[config.mk]
export PLATFORM = sky130hd
export DESIGN_NAME = ace_rd_arbiter
export DESIGN_NICKNAME = d
export VERILOG_FILES = /design/src/rtl/ace_rd_arbiter.sv
export SDC_FILE = /design/constraint.sdc
export NUM_CORES = 1
export LEC_CHECK = 0
export CAP_MARGIN = 20
export CORE_AREA = 2 2 117 119
export CTS_CLUSTER_SIZE = 16
export DETAILED_ROUTE_END_ITERATION = 10
export DIE_AREA = 0 0 119 121
export GPL_TIMING_DRIVEN = 0
export PLACE_DENSITY = 0.7
export SLEW_MARGIN = 15
export SYNTH_ARGS = -nofsm -noshare
export SYNTH_HDL_FRONTEND = slang
export SYNTH_SLANG_ARGS = --single-unit
[constraint.sdc]
create_clock -name clk -period 4.4 [get_ports clk]
set_input_delay 0.44 -clock clk [delete_from_list [all_inputs] [get_ports clk]]
set_output_delay 0.44 -clock clk [all_outputs]
set_load 0.005 [all_outputs]
[src/rtl/ace_rd_arbiter.sv]
// Two-requester round-robin arbiter in front of one ACE read master port.
// One burst in flight at a time; the R channel is routed to the grantee and RACK follows rlast.
module ace_rd_arbiter #(
  parameter int ID_WIDTH   = 4,
  parameter int ADDR_WIDTH = 32,
  parameter int DATA_WIDTH = 64
) (
  input  logic                    clk,
  input  logic                    rst,
  input  logic [1:0]              s_arvalid,
  output logic [1:0]              s_arready,
  input  logic [2*ADDR_WIDTH-1:0] s_araddr,
  input  logic [15:0]             s_arlen,
  input  logic [5:0]              s_arsize,
  input  logic [7:0]              s_arsnoop,
  output logic [1:0]              s_rvalid,
  input  logic [1:0]              s_rready,
  output logic [DATA_WIDTH-1:0]   s_rdata,
  output logic [3:0]              s_rresp,
  output logic                    s_rlast,
  output logic                    m_arvalid,
  input  logic                    m_arready,
  output logic [ID_WIDTH-1:0]     m_arid,
  output logic [ADDR_WIDTH-1:0]   m_araddr,
  output logic [7:0]              m_arlen,
  output logic [2:0]              m_arsize,
  output logic [1:0]              m_arburst,
  output logic [3:0]              m_arsnoop,
  input  logic                    m_rvalid,
  output logic                    m_rready,
  input  logic [ID_WIDTH-1:0]     m_rid,
  input  logic [DATA_WIDTH-1:0]   m_rdata,
  input  logic [3:0]              m_rresp,
  input  logic                    m_rlast,
  output logic                    m_rack
);

  typedef enum logic [1:0] {IDLE, ADDR, DATA, ACK} state_t;

  state_t                  state_q;
  logic                    prio_q;
  logic                    gnt_q;
  logic                    arvalid_q;
  logic                    rack_q;
  logic [ADDR_WIDTH-1:0]   addr_q;
  logic [7:0]              len_q;
  logic [2:0]              size_q;
  logic [3:0]              snoop_q;

  logic                    win_d;
  logic                    accept;
  logic                    in_data;

  // A lone requester always wins; a tie goes to the priority pointer.
  always_comb begin
    win_d = s_arvalid[1];
    if (s_arvalid == 2'b11) begin
      win_d = prio_q;
    end
  end

  assign accept    = !rst && (state_q == IDLE) && (s_arvalid != 2'b00);
  assign s_arready = accept ? (win_d ? 2'b10 : 2'b01) : 2'b00;

  always_ff @(posedge clk) begin
    if (rst) begin
      state_q   <= IDLE;
      prio_q    <= 1'b0;
      gnt_q     <= 1'b0;
      arvalid_q <= 1'b0;
      rack_q    <= 1'b0;
      addr_q    <= '0;
      len_q     <= '0;
      size_q    <= '0;
      snoop_q   <= '0;
    end else begin
      rack_q <= 1'b0;
      case (state_q)
        IDLE: begin
          if (accept) begin
            gnt_q     <= win_d;
            addr_q    <= win_d ? s_araddr[2*ADDR_WIDTH-1:ADDR_WIDTH] : s_araddr[ADDR_WIDTH-1:0];
            len_q     <= win_d ? s_arlen[15:8]   : s_arlen[7:0];
            size_q    <= win_d ? s_arsize[5:3]   : s_arsize[2:0];
            snoop_q   <= win_d ? s_arsnoop[7:4]  : s_arsnoop[3:0];
            arvalid_q <= 1'b1;
            state_q   <= ADDR;
          end
        end
        ADDR: begin
          if (m_arready) begin
            arvalid_q <= 1'b0;
            state_q   <= DATA;
          end
        end
        DATA: begin
          if (m_rvalid && m_rready && m_rlast) begin
            rack_q  <= 1'b1;
            state_q <= ACK;
          end
        end
        ACK: begin
          // The requester just served loses the next tie.
          prio_q  <= ~gnt_q;
          state_q <= IDLE;
        end
        default: state_q <= IDLE;
      endcase
    end
  end

  assign m_arvalid = arvalid_q;
  assign m_arid    = {{(ID_WIDTH-1){1'b0}}, gnt_q};
  assign m_araddr  = addr_q;
  assign m_arlen   = len_q;
  assign m_arsize  = size_q;
  assign m_arburst = 2'b01;
  assign m_arsnoop = snoop_q;
  assign m_rack    = rack_q;

  // R is a pure pass-through to the grantee; beats outside DATA stay stalled at the master.
  assign in_data  = (state_q == DATA);
  assign m_rready = in_data && s_rready[gnt_q];
  assign s_rvalid = {in_data && m_rvalid && gnt_q, in_data && m_rvalid && !gnt_q};
  assign s_rdata  = m_rdata;
  assign s_rresp  = m_rresp;
  assign s_rlast  = m_rlast;

  always_ff @(posedge clk) begin
    if (!rst && in_data && m_rvalid) begin
      assert (m_rid == m_arid)
        else $error("m_rid %0h differs from issued id %0h", m_rid, m_arid);
    end
  end

endmodule

Yosys cells after proc, flatten, opt, wreduce, memory -nomap -nowiden

Index checks and enable logic that the tools add are counted.

Register bits: 53

Mux-type cells: 17
Eq/ne operators: 7
Reduce and logical (&&, ||, !) cells: 17
Bitwise gates (word level): 2
Order comparisons: 1

Operators by type and width:

| cell                 | number |
|---|---|
| $mux W32             | 1 |
| $mux W2              | 5 |
| $logic_and A1 B1 Y1  | 8 |
| $mux W8              | 1 |
| $pmux W2 S4          | 1 |
| $eq A2 B2 Y1 const B | 3 |
| $mux W1              | 6 |
| $reduce_and A3 Y1    | 2 |
| $mux W4              | 1 |
| $ne A2 B2 Y1 const B | 2 |
| $reduce_bool A2 Y1   | 2 |
| $mux W3              | 1 |
| $eq A2 B1 Y1 const B | 1 |
| $logic_not A1 Y1     | 2 |
| $logic_not A2 Y1     | 1 |
| $lt A1 B2 Y1 const B | 1 |
| $ne A2 B1 Y1 const B | 1 |
| $not A1 Y1           | 2 |
| $pmux W1 S2          | 1 |
| $reduce_and A2 Y1    | 1 |
| $reduce_or A2 Y1     | 1 |

Logic depth before layout (Yosys ltp)

Gate-level depths: netlist (run 1).

Depth after elaboration: 7
Mapped depth: 8

Worst setup path after synthesis (run 1)

OpenSTA, ideal clock, no wires.

Kind: reg2reg
Start point: register state_q[0]
End point: register addr_q[14] (netlist: m_araddr[14])
Library setup time: 0.128 ns
Clock period less this slack: 1.764 ns
Slack: 2.636 ns
Arrival time: 1.636 ns
Stages on the path, launching flop included: 9
Cell sequence: dfxtp_1 inv_1 ha_1 nor2b_2 and3_4 buf_6 buf_6 a222oi_1 nor2_1

Longest elaborated chain between the ends: 4

Ends and longest elaborated chain:

| what                                 | RTL line | source |
|---|---|---|
| from (decl)                          | 40       | `state_t state_q;` |
| from (signal assigned)               | 67       | `state_q <= IDLE;` |
| from (signal assigned)               | 87       | `state_q <= ADDR;` |
| from (signal assigned)               | 93       | `state_q <= DATA;` |
| $logic_not A2 Y1 *                   | 62, 78   |  |
| $logic_and A1 B1 Y1 (2 in series)    | 62       | `assign accept = !rst && (state_q == IDLE) && (s_arvalid != 2'b00);` |
| $reduce_and A2 Y1 (no source line) * | --       |  |
| to (signal assigned)                 | 82       | `addr_q <= win_d ? s_araddr[2*ADDR_WIDTH-1:ADDR_WIDTH] : s_araddr[ADDR_WIDTH-1:0];` |
| to (decl)                            | 45       | `logic [ADDR_WIDTH-1:0] addr_q;` |

Every way passes the cells marked *; elsewhere a longest branch is shown, timed or not.
A chain may end at the register's enable or synchronous reset.

Worst setup path in the final report (run 1)

Start point: register state_q[1]
End point: output s_arready[0]

Longest elaborated chain between the ends: 4

Ends and longest elaborated chain:

| what                              | RTL line | source |
|---|---|---|
| $logic_not A2 Y1                  | 62       |  |
| $logic_and A1 B1 Y1 (2 in series) | 62       |  |
| $mux W2                           | 63       | `assign s_arready = accept ? (win_d ? 2'b10 : 2'b01) : 2'b00;` |
| to (decl)                         | 11       | `output logic [1:0] s_arready,` |

Every way passes these cells.

==> results of run 1 <==
## tightest hold or removal path, delay by kind of cell (launching register included)
kind,cells,cell delay [ns]
AND/OR/NAND/NOR,1,0.08
flip-flops,1,0.33
AO/OA/AOI/OAI,1,0.06
## worst max path at each step
stage | end
floorplan | m_araddr[14]
global placement | s_arready[1]
detailed placement | s_arready[1]
CTS | s_arready[1]
global route | s_arready[0]
finish | s_arready[0]
## flip-flops by register name, summed over array words and instances, names as in the netlist
signal     cells
gnt_q          1
m_arvalid      1
m_arsnoop      4
m_rack         1
m_arsize       3
prio_q         1
m_arlen        8
state_q        2
m_araddr      32
## logic make-up (layout without fill, tap and decap cells)
kind of cell | after synthesis | in the layout
adder cells (fa/ha/maj) | 5 | 5
multiplexers | 3 | 3
buffers and inverters | 100 | 333
flip-flops | 53 | 53
AO/OA/AOI/OAI | 58 | 58
other | 2 | 5
AND/OR/NAND/NOR | 66 | 66
## cell usage in the layout (no fill, tap or decap), drive strengths merged
cell | synthesis | final
a21boi | 1 | 1
a21oi | 4 | 4
a222oi | 47 | 47
a32oi | 1 | 1
and3 | 2 | 2
buf | 85 | 85
bufinv | 0 | 1
clkbuf | 10 | 15
clkdlybuf4s50 | 0 | 226
conb | 2 | 5
dfxtp | 53 | 53
ha | 5 | 5
inv | 5 | 6
mux2i | 3 | 3
nand2 | 3 | 3
nand2b | 3 | 3
nor2 | 54 | 54
nor2b | 3 | 3
o21a | 1 | 1
o21ai | 2 | 2
o21bai | 1 | 1
o31ai | 1 | 1
or3b | 1 | 1
## synthesized netlist by cell type
cell type,instances
nor2_1,54
a222oi_1,47
a21boi_2,1
mux2i_1,3
nor2b_1,2
buf_4,75
nor2b_2,1
ha_1,5
nand2_1,3
o21ai_0,1
a21oi_1,4
conb_1,2
nand2b_1,3
inv_1,5
a32oi_1,1
dfxtp_1,53
o21a_1,1
clkbuf_1,10
o31ai_1,1
o21ai_2,1
o21bai_1,1
buf_2,4
and3_4,2
buf_6,6
or3b_1,1
## power breakdown
part | switching, mW | leakage (nW) | internal [mW]
registers | 0.0526 | 0.433 | 0.565
logic | 0.337 | 1.62 | 0.477
clock network | 0.178 | 0.0803 | 0.268
total | 0.568 | 2.13 | 1.31
## metal layers
layer | up-vias | GRT usage (%)
met2 | 199 | 28.4
met4 | 0 | 5.21
met3 | 12 | 5.92
met1 | 1437 | 15.0
met5 | - | 0
li1 | 1437 | -
## layout make-up
| cell class | instances | area [um^2] | share of cell area (%) |
|---|---|---|---|
| tap | 176 | 220 | 4.11 |
| sequential | 53 | 1060 | 19.8 |
| timing repair buffer | 226 | 2260 | 42.2 |
| multi-input combinational | 137 | 943 | 17.6 |
| clock inverter | 2 | 38.8 | 0.724 |
| buffer | 95 | 688 | 12.8 |
| inverter | 5 | 18.8 | 0.350 |
| clock buffer | 5 | 125 | 2.34 |
## stage by stage
stage / cells / utilization [%] / worst slack [ns] / area [um^2] / total power, mW
after global placement: 692 / 39.7 / 1.80 / 5190 / 1.43
final: 699 / 40.9 / 1.70 / 5360 / 1.88
after floorplan: 290 / - / 2.64 / 2710 / 1.01
after global routing: 699 / 40.9 / 1.56 / 5360 / 1.99
after CTS: 699 / 40.9 / 1.65 / 5360 / 1.91
after detailed placement: 692 / 39.7 / 1.79 / 5190 / 1.45
==> impl_metrics.env, run 1 <==
export IMPL_synth_seq_area_share_pct=39.3
export IMPL_syn_to_final_growth_pct=98.4
export IMPL_synth_simple_gate_area_share_pct=10.6
export IMPL_finalSetupTns_ns=0
export IMPL_synth_warnings=0
export IMPL_diodes=0
export IMPL_path_buf_inv=3
export IMPL_yosys_area_top_type="dfxtp_1"
export IMPL_num_vias=3085
export IMPL_dp_hpwl_mm=9.38
export IMPL_finalSetupViolCount=0
export IMPL_row_count=42
export IMPL_vias_per_cell=4.41
export IMPL_crit_type="flop to primary output"
export IMPL_fin_crit_ns=2.70
export IMPL_crit_start="state_q[1]"
export IMPL_worst_slew_pin_transition_ns=0.683
export IMPL_min_to="m_araddr[16]"
export IMPL_hold_viol_final=0
export IMPL_holdBufCountCts=0
export IMPL_highest_layer="met4"
export IMPL_slowest_delay_ns=0.55
export IMPL_synth_top_family_by_area="buffers and inverters"
export IMPL_fin_crit_sh_pct=61.4
export IMPL_slew_viol_final=0
export IMPL_p_leak_nw=2.13
export IMPL_ys_types=25
export IMPL_die_area_um2=14400
export IMPL_ir_drop_uv=156
export IMPL_die_h_um=121
export IMPL_maxSlewHeadroom_pct=54.5
export IMPL_worstPathArrival_ns=2.26
export IMPL_fp_dieW_um=119
export IMPL_io_pins=304
export IMPL_dr_wl_met3_mm=1.22
export IMPL_hp_start="m_araddr[16]"
export IMPL_ctsRootBufferMaster="clkbuf_16"
export IMPL_worstPathRequired_ns=3.96
export IMPL_dr_pass1_iters=5
export IMPL_avgSynthCellArea_um2=9.41
export IMPL_drcViolationCount=0
export IMPL_maxCapViolCount=0
export IMPL_post_cts_resized=0
export IMPL_core_um2=13100
export IMPL_grt_pass1_vias=3231
export IMPL_dr_first_iter_drc_count=288
export IMPL_synth_seq_cells=53
export IMPL_synthAdderAreaFrac_pct=2.32
export IMPL_gr_total_overflow=0
export IMPL_crit_slowest_cell="clkdlybuf4s50_1"
export IMPL_r2r_setup_slack_ns=2.39
export IMPL_grt_pass1_wl_mm=16.9
export IMPL_grt_use_total_pct=15.1
export IMPL_end_kind="primary output"
export IMPL_drive_gt1_share_pct=18.5
export IMPL_fmax_mhz=370
export IMPL_clkLatencyLatePin_ns=0.29
export IMPL_crit_chain="inv_1 > ha_1 > nor2b_2 > and3_4 > buf_2 > clkdlybuf4s50_1"
export IMPL_path_clk_slew_ns=0.07
export IMPL_syn_cell_area_um2=2700
export IMPL_synth_compound_area_share_pct=20.3
export IMPL_ctsLongestPathBuffers=2
export IMPL_fillers=1292
export IMPL_synthXorXnorAreaFrac_pct=0
export IMPL_nNetsFinal=703
export IMPL_r2r_end="m_arsize[2]"
export IMPL_wl_per_cell_um=16.5
export IMPL_antenna_found_initial=0
export IMPL_worstHoldPathCells=2
export IMPL_numCtsBuffers=5
export IMPL_syn_inst=287
export IMPL_hold_slack_ns=0.503
export IMPL_wl_met1_mm=4.02
export IMPL_io_buffers=226
export IMPL_synth_mux_area_share_pct=1.11
export IMPL_worstReg2RegStart="state_q[1]"
export IMPL_status="finished, final reports clean"
export IMPL_routabilityCongestion=0.772
export IMPL_cts_tree="built"
export IMPL_start_util_pct=20.6
export IMPL_h_tree_depth=2
export IMPL_skew_ns=0.00550
export IMPL_postRouteAntennaNets=0
export IMPL_cp_num_cells=6
export IMPL_drt_wl_total_mm=11.6
export IMPL_postCtsSetupRepairBufs=0
export IMPL_cts_sinks=53
export IMPL_synth_area_leaders="dfxtp_1 (39%), buf_4 (21%), a222oi_1 (17%)"
export IMPL_startpoint_type="flop"
export IMPL_hold_path_class="flop to flop"
export IMPL_rsz0062_at_grt="no"
export IMPL_powerDensity_nw_per_um2=350
export IMPL_synth_top_cell_area_share_pct=39.3
export IMPL_grt_max_degree=17
export IMPL_critPathTopFamily="buffers and inverters"
export IMPL_reg2reg_depth=7
export IMPL_worstPathMaxFanout=10
export IMPL_met2WireLength_mm=6.07
Power figures use the tool's default switching activity.
==> run 2: changes to the inputs <==
- clock period: 4.4 -> 2.55 ns (I/O delays scaled with it)
==> run 2 against run 1 <==
Net effect:
- first-iteration DRC count shrank 12%
- combinational power grew 73%
- global-route usage is the same
- power grew 73%
- critical path type unchanged
- via count is the same
- count of clock-buffer cells in the layout is the same
- cell area shrank 0.14%
- critical path depth shrank 1
- clock skew is essentially flat
- die area is the same
==> impl_metrics.env, run 2 (synthesis gave the netlist of run 1 again) <==
export IMPL_io_pins=304
export IMPL_io_buffers=226
export IMPL_fin_crit_sh_pct=90.9
export IMPL_hold_viol_final=0
export IMPL_h_tree_depth=2
export IMPL_slowest_delay_ns=0.54
export IMPL_end_kind="primary output"
export IMPL_grt_use_total_pct=15.1
export IMPL_numCtsBuffers=5
export IMPL_antenna_found_initial=0
export IMPL_dp_hpwl_mm=9.38
export IMPL_status="finished, final reports clean"
export IMPL_finalSetupTns_ns=0
export IMPL_rsz0062_at_grt="no"
export IMPL_hold_path_class="flop to flop"
export IMPL_cts_tree="built"
export IMPL_fin_crit_ns=2.32
export IMPL_cts_sinks=53
export IMPL_fmax_mhz=431
export IMPL_preCtsSetupSlack_ns=0.258
export IMPL_dr_first_iter_drc_count=254
export IMPL_die_h_um=121
export IMPL_worst_slew_pin_transition_ns=0.686
export IMPL_grt_pass1_wl_mm=16.9
export IMPL_hold_slack_ns=0.500
export IMPL_nNetsFinal=701
export IMPL_maxCapViolCount=0
export IMPL_clkLatencyLatePin_ns=0.29
export IMPL_crit_chain="inv_1 > ha_2 > nor2b_2 > and3_4 > clkdlybuf4s50_1"
export IMPL_layout_setup_ws_ns=0.231
export IMPL_fp_dieW_um=119
export IMPL_worstPathMaxFanout=12
export IMPL_ctsRootBufferMaster="clkbuf_16"
export IMPL_vias_per_cell=4.43
export IMPL_holdBufCountCts=0
export IMPL_gr_total_overflow=0
export IMPL_maxSlewHeadroom_pct=54.3
export IMPL_core_um2=13100
export IMPL_drt_wl_total_mm=11.6
export IMPL_grt_pass1_vias=3231
export IMPL_slew_viol_final=0
export IMPL_row_count=42
export IMPL_largest_reg_flops=32
export IMPL_path_clk_slew_ns=0.07
export IMPL_drive_gt1_share_pct=18.4
export IMPL_regArea_um2=1060
export IMPL_fillers=1293
export IMPL_final_common_cell="clkdlybuf4s50_1"
export IMPL_crit_slowest_cell="clkdlybuf4s50_1"
export IMPL_postRouteAntennaNets=0
export IMPL_finalSetupViolCount=0
export IMPL_drcViolationCount=0
export IMPL_skew_ns=0.00568
export IMPL_worstPathRequired_ns=2.30
export IMPL_postCtsSetupRepairBufs=0
export IMPL_ir_drop_uv=270
export IMPL_worstPathArrival_ns=2.06
export IMPL_ctsLongestPathBuffers=2
export IMPL_num_vias=3085
export IMPL_dr_pass1_iters=6
export IMPL_routabilityCongestion=0.772
export IMPL_diodes=0
export IMPL_p_leak_nw=2.12
export IMPL_startpoint_type="flop"
export IMPL_wl_per_cell_um=16.6
export IMPL_crit_type="flop to primary output"
export IMPL_grt_max_degree=17
export IMPL_power_mw=3.24
export IMPL_start_util_pct=20.6
export IMPL_multi_input_area_um2=946
export IMPL_layout_common_cells="clkdlybuf4s50_1 (226), buf_4 (75), nor2_1 (54), dfxtp_1 (53), a222oi_1 (47)"
export IMPL_die_area_um2=14400
export IMPL_syn_to_final_growth_pct=98.1
export IMPL_powerDensity_nw_per_um2=606
## run 2: path summary, 6_finish.rpt
kind                      from            to  slack [ns]  depth (start not counted)
setup / recovery    state_q[1]  s_arready[1]        0.23                          5
hold / removal    m_arsnoop[2]  m_arsnoop[2]        0.50                          2
setup reg to reg    state_q[0]  m_araddr[29]        0.55                          8
hold reg to reg   m_arsnoop[2]  m_arsnoop[2]        0.50                          2
## run 2: routing by layer
| layer | up-vias | GRT usage, % | wire, um |
|---|---|---|---|
| met2 | 203 | 28.4 | 6080 |
| met3 | 12 | 5.92 | 1250 |
| li1 | 1434 | - | - |
| met1 | 1436 | 15.0 | 4000 |
| met5 | - | 0 | 0 |
| met4 | 0 | 5.21 | 241 |
## run 2: report_power, final
group          total (mW)  internal, mW  switching, mW  leakage [nW]
combinational        1.41         0.822          0.584          1.61
sequential           1.07         0.975         0.0906         0.433
clock               0.770         0.462          0.308        0.0803
total                3.24          2.26          0.982          2.12
## run 2: worst max-delay path: cells and delay by family, from the launching register on
kind | cells | cell delay [ns]
adders and majority gates | 1 | 0.25
DFF | 1 | 0.34
and+or+nand+nor | 2 | 0.53
buffers and inverters | 2 | 0.65
## run 2: layout make-up
| cell class | count | area share, % |
|---|---|---|
| repair buffers | 226 | 42.3 |
| flip-flops and latches | 53 | 19.8 |
| multi-input cells | 137 | 17.7 |
| plain buffers | 93 | 12.7 |
| well taps | 176 | 4.12 |
| clock buffers | 5 | 2.34 |
| clock inverters | 2 | 0.725 |
| inverters | 5 | 0.351 |
## run 2: what timing repair did
action / 4_1_cts / 5_1_grt
endpoints found under the hold margin: 0 / 0
setup endpoints to repair: 2 / 2
resized for setup: 1 / 0
## run 2: per-stage QoR
stage	utilization, %	instances	cell area (um^2)
after floorplan	-	290	2710
after global placement	39.7	692	5190
after detailed placement	39.7	692	5190
after CTS	41.0	699	5360
after global routing	40.9	697	5350
final	40.9	697	5350
==> run 3: changes to the inputs <==
- CTS_CLUSTER_DIAMETER: not set -> 100
==> results of run 3 <==
The final DEF is identical to that of run 2; final timing and power are the same.
